<file path="config.mk">
export PLATFORM = sky130hd
export DESIGN_NAME = bus_arbiter
export DESIGN_NICKNAME = d
export VERILOG_FILES = /design/src/rtl/bus_arbiter_pkg.sv /design/src/rtl/bus_watchdog.sv /design/src/rtl/bus_arbiter.sv
export SDC_FILE = /design/constraint.sdc
export NUM_CORES = 1
export LEC_CHECK = 0
export BUFFER_PORTS_ARGS = -buffer_cell sky130_fd_sc_hd__clkbuf_2
export CORE_UTILIZATION = 48
export CTS_CLUSTER_DIAMETER = 200
export DETAILED_ROUTE_END_ITERATION = 10
export GPL_TIMING_DRIVEN = 0
export PLACE_DENSITY = 0.8
export REMOVE_ABC_BUFFERS = 1
export SLEW_MARGIN = 20
export SYNTH_ARGS = -nofsm -noshare
export SYNTH_HDL_FRONTEND = slang
export SYNTH_SLANG_ARGS = --single-unit
</file>
<file path="constraint.sdc">
create_clock -name clock -period 2.1 [get_ports clock]
set_input_delay 0.315 -clock clock [delete_from_list [all_inputs] [get_ports clock]]
set_output_delay 0.315 -clock clock [all_outputs]
set_load 0.01 [all_outputs]
</file>
<file path="src/rtl/bus_arbiter_pkg.sv">
// Shared definitions for the IF/MEM bus arbiter: state and owner encodings,
// the full-word lane mask and the default watchdog limit.
package bus_arbiter_pkg;

    typedef enum logic {
        STATE_IDLE = 1'b0,
        STATE_BUSY = 1'b1
    } state_t;

    typedef enum logic {
        OWNER_IF  = 1'b0,
        OWNER_MEM = 1'b1
    } owner_t;

    localparam logic [3:0] BYTE_SELECT_WORD = 4'b1111;
    localparam int         DEFAULT_TIMEOUT  = 255;

endpackage

</file>
<file path="src/rtl/bus_watchdog.sv">
// Cycle counter for one bus transaction; flags expiry on the BUSY cycle in
// which the count would reach TIMEOUT, so a transaction lasts at most TIMEOUT cycles.
module bus_watchdog
    import bus_arbiter_pkg::*;
#(
    parameter int TIMEOUT = DEFAULT_TIMEOUT
) (
    input  logic clock,
    input  logic reset,
    input  logic clear,
    input  logic enable,
    output logic expired
);

    logic [7:0] count_reg;

    always_ff @(posedge clock or negedge reset) begin
        if (!reset) begin
            count_reg <= '0;
        end else if (clear) begin
            count_reg <= '0;
        end else if (enable && count_reg != 8'hFF) begin
            count_reg <= count_reg + 8'd1;
        end
    end

    // Compare in 9 bits so TIMEOUT = 255 does not wrap.
    assign expired = enable && (({1'b0, count_reg} + 9'd1) == 9'(TIMEOUT));

endmodule

</file>
<file path="src/rtl/bus_arbiter.sv">
// Shares one single-ported memory bus between instruction fetch and the data
// stage, MEM first, holding each completed result until the pipeline advances.
module bus_arbiter
    import bus_arbiter_pkg::*;
#(
    parameter int TIMEOUT = DEFAULT_TIMEOUT
) (
    input  logic        clock,
    input  logic        reset,
    input  logic        pipeline_advance,
    input  logic        if_read_enable,
    input  logic [31:0] if_address,
    output logic [31:0] if_data,
    output logic        if_stall,
    input  logic        mem_read_enable,
    input  logic        mem_write_enable,
    input  logic [31:0] mem_address,
    input  logic [31:0] mem_write_data,
    input  logic [3:0]  mem_byte_select,
    output logic [31:0] mem_read_data,
    output logic        mem_stall,
    output logic        bus_request,
    output logic        bus_write_enable,
    output logic [31:0] bus_address,
    output logic [31:0] bus_write_data,
    output logic [3:0]  bus_byte_select,
    input  logic        bus_ack,
    input  logic [31:0] bus_read_data,
    output logic        bus_error
);

    state_t      state_reg;
    owner_t      owner_reg;
    logic        if_done_reg;
    logic        mem_done_reg;
    logic        bus_request_reg;
    logic        bus_write_enable_reg;
    logic [31:0] bus_address_reg;
    logic [31:0] bus_write_data_reg;
    logic [3:0]  bus_byte_select_reg;
    logic [31:0] if_data_reg;
    logic [31:0] mem_read_data_reg;
    logic        bus_error_reg;

    logic mem_request;
    logic grant_mem;
    logic grant_if;
    logic busy;
    logic expired;
    logic complete;

    assign mem_request = mem_read_enable | mem_write_enable;
    assign busy        = (state_reg == STATE_BUSY);
    assign grant_mem   = !busy && mem_request && !mem_done_reg;
    assign grant_if    = !busy && !grant_mem && if_read_enable && !if_done_reg;
    // An ack on the final allowed cycle beats the watchdog.
    assign complete    = busy && (bus_ack || expired);

    bus_watchdog #(
        .TIMEOUT (TIMEOUT)
    ) u_watchdog (
        .clock   (clock),
        .reset   (reset),
        .clear   (grant_mem | grant_if),
        .enable  (busy),
        .expired (expired)
    );

    always_ff @(posedge clock or negedge reset) begin
        if (!reset) begin
            state_reg            <= STATE_IDLE;
            owner_reg            <= OWNER_IF;
            if_done_reg          <= 1'b0;
            mem_done_reg         <= 1'b0;
            bus_request_reg      <= 1'b0;
            bus_write_enable_reg <= 1'b0;
            bus_address_reg      <= '0;
            bus_write_data_reg   <= '0;
            bus_byte_select_reg  <= '0;
            if_data_reg          <= '0;
            mem_read_data_reg    <= '0;
            bus_error_reg        <= 1'b0;
        end else begin
            // Done flags set later in this block override this clear.
            if (pipeline_advance) begin
                if_done_reg  <= 1'b0;
                mem_done_reg <= 1'b0;
            end

            if (state_reg == STATE_IDLE) begin
                if (grant_mem) begin
                    owner_reg            <= OWNER_MEM;
                    bus_address_reg      <= mem_address;
                    bus_write_enable_reg <= mem_write_enable;
                    bus_write_data_reg   <= mem_write_data;
                    bus_byte_select_reg  <= mem_byte_select;
                    bus_request_reg      <= 1'b1;
                    state_reg            <= STATE_BUSY;
                end else if (grant_if) begin
                    owner_reg            <= OWNER_IF;
                    bus_address_reg      <= if_address;
                    bus_write_enable_reg <= 1'b0;
                    bus_write_data_reg   <= '0;
                    bus_byte_select_reg  <= BYTE_SELECT_WORD;
                    bus_request_reg      <= 1'b1;
                    state_reg            <= STATE_BUSY;
                end
            end else if (complete) begin
                bus_request_reg <= 1'b0;
                state_reg       <= STATE_IDLE;
                if (!bus_ack) begin
                    bus_error_reg <= 1'b1;
                end
                if (owner_reg == OWNER_IF) begin
                    if_done_reg <= 1'b1;
                    if_data_reg <= bus_ack ? bus_read_data : 32'h0;
                end else begin
                    mem_done_reg <= 1'b1;
                    // A store that completes normally leaves the load result untouched.
                    if (!bus_ack) begin
                        mem_read_data_reg <= 32'h0;
                    end else if (!bus_write_enable_reg) begin
                        mem_read_data_reg <= bus_read_data;
                    end
                end
            end
        end
    end

    assign if_stall         = reset & if_read_enable & ~if_done_reg;
    assign mem_stall        = reset & mem_request & ~mem_done_reg;
    assign if_data          = if_data_reg;
    assign mem_read_data    = mem_read_data_reg;
    assign bus_request      = bus_request_reg;
    assign bus_write_enable = bus_write_enable_reg;
    assign bus_address      = bus_address_reg;
    assign bus_write_data   = bus_write_data_reg;
    assign bus_byte_select  = bus_byte_select_reg;
    assign bus_error        = bus_error_reg;

endmodule

</file>
==> impl_metrics.ini <==
[global_route]
largest_net_degree_at_the_start_of_global_routing = 82
first_global_vias = 5678
grt_pass1_wl_um = 28180
grt_remaining_overflow = 0
grt_antenna_before_repair = 0
globalRouteTotalUtil_pct = 25.50

[worst_setup_path]
largest_stage_delay_on_the_critical_path_ns = 0.48
arrival_time_at_the_worst_endpoint_ns = 2.27
slowest_stage = sky130_fd_sc_hd__dfrtp_1
timing.reg2reg.worst_path_depth = 7
critical_path_maximum_fanout = 12
crit_path_start_kind = flop
crit_buf_inv = 2
critical_path_class = reg -> reg
cp.required_ns = 2.39
gate_family_responsible_for_the_most_delay_along_the_worst_path = compound AO/OA/AOI/OAI gates
worstPathCellList = inv_1 > ha_1 > and4_1 > o21a_4 > o22a_4 > buf_4 > a221o_1
worstSetupEndpointType = flop
crit_cells = 7

[timing]
rsz0062_at_grt = no
hold_slack_ns = 0.1006
timing_hold_violations_final = 0
final_min_period_over_clock_period_pct = 94.37
max_slew_margin_pct = 53.21
setup_viol_count_final = 0
final_max_slew_viol_count = 0
tightest_slew_ns = 0.7008
final.min_clock_period_ns = 1.982
max_clock_freq_ghz = 0.5046
skew_ns = 0.006707

[logic_synthesis]
synth-edff-count = 0
syn-instance-count = 636
synth.distinct_cells = 52
mappedNetlistArea_um2 = 6666
synth.top_cell.area_share_pct = 55.18
synth.yosys.warnings = 0
avgSynthCellArea_um2 = 10.48
synth-seq-area-share_pct = 55.18
synth-seq-cells = 147
postSynth.topFlopCell = sky130_fd_sc_hd__dfrtp_1
cell_taking_the_most_area_after_synthesis = sky130_fd_sc_hd__dfrtp_1
synth_top_cells_by_area = sky130_fd_sc_hd__dfrtp_1 (55%), sky130_fd_sc_hd__mux2i_1 (9.6%), sky130_fd_sc_hd__nand2_1 (7.8%)
async_reset_ff_share_pct = 100.0

[clock_tree]
worst_setup_hold_path_clk_slew_ns = 0.06
cts_max_path_buffers = 2
cts_buffers = 17
clock_tree.htree_level_count = 4
tritoncts_clock_tree = yes
root_buffer = sky130_fd_sc_hd__clkbuf_16
tritoncts_num_sinks = 147
clkLatencyLatePin_ns = 0.41

[layout]
nets = 1046
num_antenna_cells = 0
layout_commonest_cell = sky130_fd_sc_hd__clkbuf_2
post_route_cell_area_um2 = 8871
drive_above_1_share_pct = 40.55
multi_input_area_um2 = 2768
finished_core_util_pct = 66.20
seqCellArea_um2 = 3680
layout_common_cells = sky130_fd_sc_hd__clkbuf_2 (274), sky130_fd_sc_hd__dfrtp_1 (146), sky130_fd_sc_hd__nand2_1 (139)
filler_cell_count = 1083
layout_overhead_on_the_synthesized_area_pct = 33.07

[die]
placement_rows = 42
ioPinCount = 276
initial_core_util_pct = 49.75
chipHeight_um = 119.9
die_width_um = 119.9
fp.coreArea_um2 = 13400
floorplan.die_area_um2 = 14360

[placement]
numPortBuffers = 275
hpwl_um = 12350
place_congestion = 0.7625
postPlaceCellArea_um2 = 8144

[hold_path]
hold_path.class = in -> reg
hold_depth = 3

[detailed_routing]
route.antenna.remaining_nets = 0
drt_wirelength_um = 18000
remaining_drc_errors = 0
via_per_inst = 5.287
dr_total_vias = 5768
drtPass1Iterations = 5
drt-wirelength-per-cell_um = 16.50
drt-initial-drc-count = 337

[power_and_ir_drop]
power.density_cell_area_nw_per_um2 = 1523
vdd_drop_max_mv = 0.7368
p_leak_uw = 0.004716

[run]
cap_viol_max_count = 0

[status]
status = finished, final reports clean
## area by class of cell
| type | count | share of cell area (%) |
|---|---|---|
| clock buffer | 24 | 5.430 |
| inverter | 4 | 0.1693 |
| timing repair buffer | 294 | 18.36 |
| tap | 176 | 2.482 |
| multi-input combinational | 441 | 31.20 |
| clock inverter | 5 | 0.8745 |
| sequential | 147 | 41.48 |
## Yosys cell counts (2+ instances only)
library cell and count:
sky130_fd_sc_hd__buf_12 3, sky130_fd_sc_hd__a21o_1 2, sky130_fd_sc_hd__mux2i_1 64, sky130_fd_sc_hd__and2_1 3
sky130_fd_sc_hd__nand3_1 6, sky130_fd_sc_hd__inv_1 3, sky130_fd_sc_hd__a22o_1 2, sky130_fd_sc_hd__buf_2 15
sky130_fd_sc_hd__o21ai_0 76, sky130_fd_sc_hd__nand2_1 139, sky130_fd_sc_hd__a22oi_1 32, sky130_fd_sc_hd__dfrtp_1 147
sky130_fd_sc_hd__a31oi_1 2, sky130_fd_sc_hd__ha_1 2, sky130_fd_sc_hd__clkbuf_1 20, sky130_fd_sc_hd__nand3b_1 2
sky130_fd_sc_hd__xnor2_1 2, sky130_fd_sc_hd__buf_4 4, sky130_fd_sc_hd__nor2_1 44, sky130_fd_sc_hd__nor3_1 2
sky130_fd_sc_hd__buf_6 4, sky130_fd_sc_hd__a21oi_1 3, sky130_fd_sc_hd__o21ai_2 30
## power breakdown
group | internal (µW) | leakage [µW] | switching (µW)
combinational | 2410 | 0.00271 | 3090
sequential | 4150 | 0.00174 | 951
clock | 1820 | 0.000272 | 1090
## final timing paths
path	start	endpoint	slack [ns]
setup / recovery	u_watchdog.count_reg[0]$_DFFE_PN0P_	mem_done_reg$_DFF_PN0_	0.12
hold / removal	mem_write_data[30]	bus_write_data[30]$_DFFE_PN0P_	0.10
max in group asynchronous	reset	bus_address[17]$_DFFE_PN0P_	0.96
setup reg to reg	u_watchdog.count_reg[0]$_DFFE_PN0P_	mem_done_reg$_DFF_PN0_	0.12
min in group asynchronous	reset	mem_read_data[30]$_DFFE_PN0P_	0.43
hold reg to reg	bus_error$_DFFE_PN0P_	bus_error$_DFFE_PN0P_	0.46
## tightest hold or removal path, cell delays in order
cell and delay (ns):
sky130_fd_sc_hd__clkbuf_2 0.07, sky130_fd_sc_hd__nand2_1 0.03, sky130_fd_sc_hd__o21ai_0 0.05
## through the flow
stage,total power [µW],worst slack (ns),std cells,setup TNS (ns)
4_1_cts,13570,0.008772,1080,0
6_report,13510,0.1183,1091,0
3_5_place_dp,10580,-0.5570,1047,-24.03
3_3_place_gp,10110,-4.635,1040,-659.39
2_1_floorplan,8139,-2.813,589,-213.35
5_1_grt,14440,0.01115,1091,0
## kinds of logic after synthesis
family / Yosys count / share of synthesized area [%]
AOI/OAI and AO/OA: 161 / 16.52
xor gates and xnor gates: 3 / 0.3942
adders and majority gates: 2 / 0.3753
buffers and inverters: 51 / 4.579
DFF: 147 / 55.18
muxes: 64 / 9.610
and+or+nand+nor: 208 / 13.34
## timing repair
item                                   4_1_cts  5_1_grt
buffers inserted                             1       10
hold buffers                                 1        0
resized for setup                            4        5
endpoints found under the hold margin       66        0
cloned                                       2        1
pin swaps                                    3        2
setup endpoints to repair                   60       36
## per-layer routing
metal | wire [µm] | track usage, % | vias up
met4 | 414 | 9.766 | 0
met2 | 8781 | 43.17 | 266
met1 | 7364 | 30.39 | 2732
met5 | 0 | 0 | -
met3 | 1444 | 7.795 | 34
li1 | - | - | 2736
(Power assumes the default switching activity.)
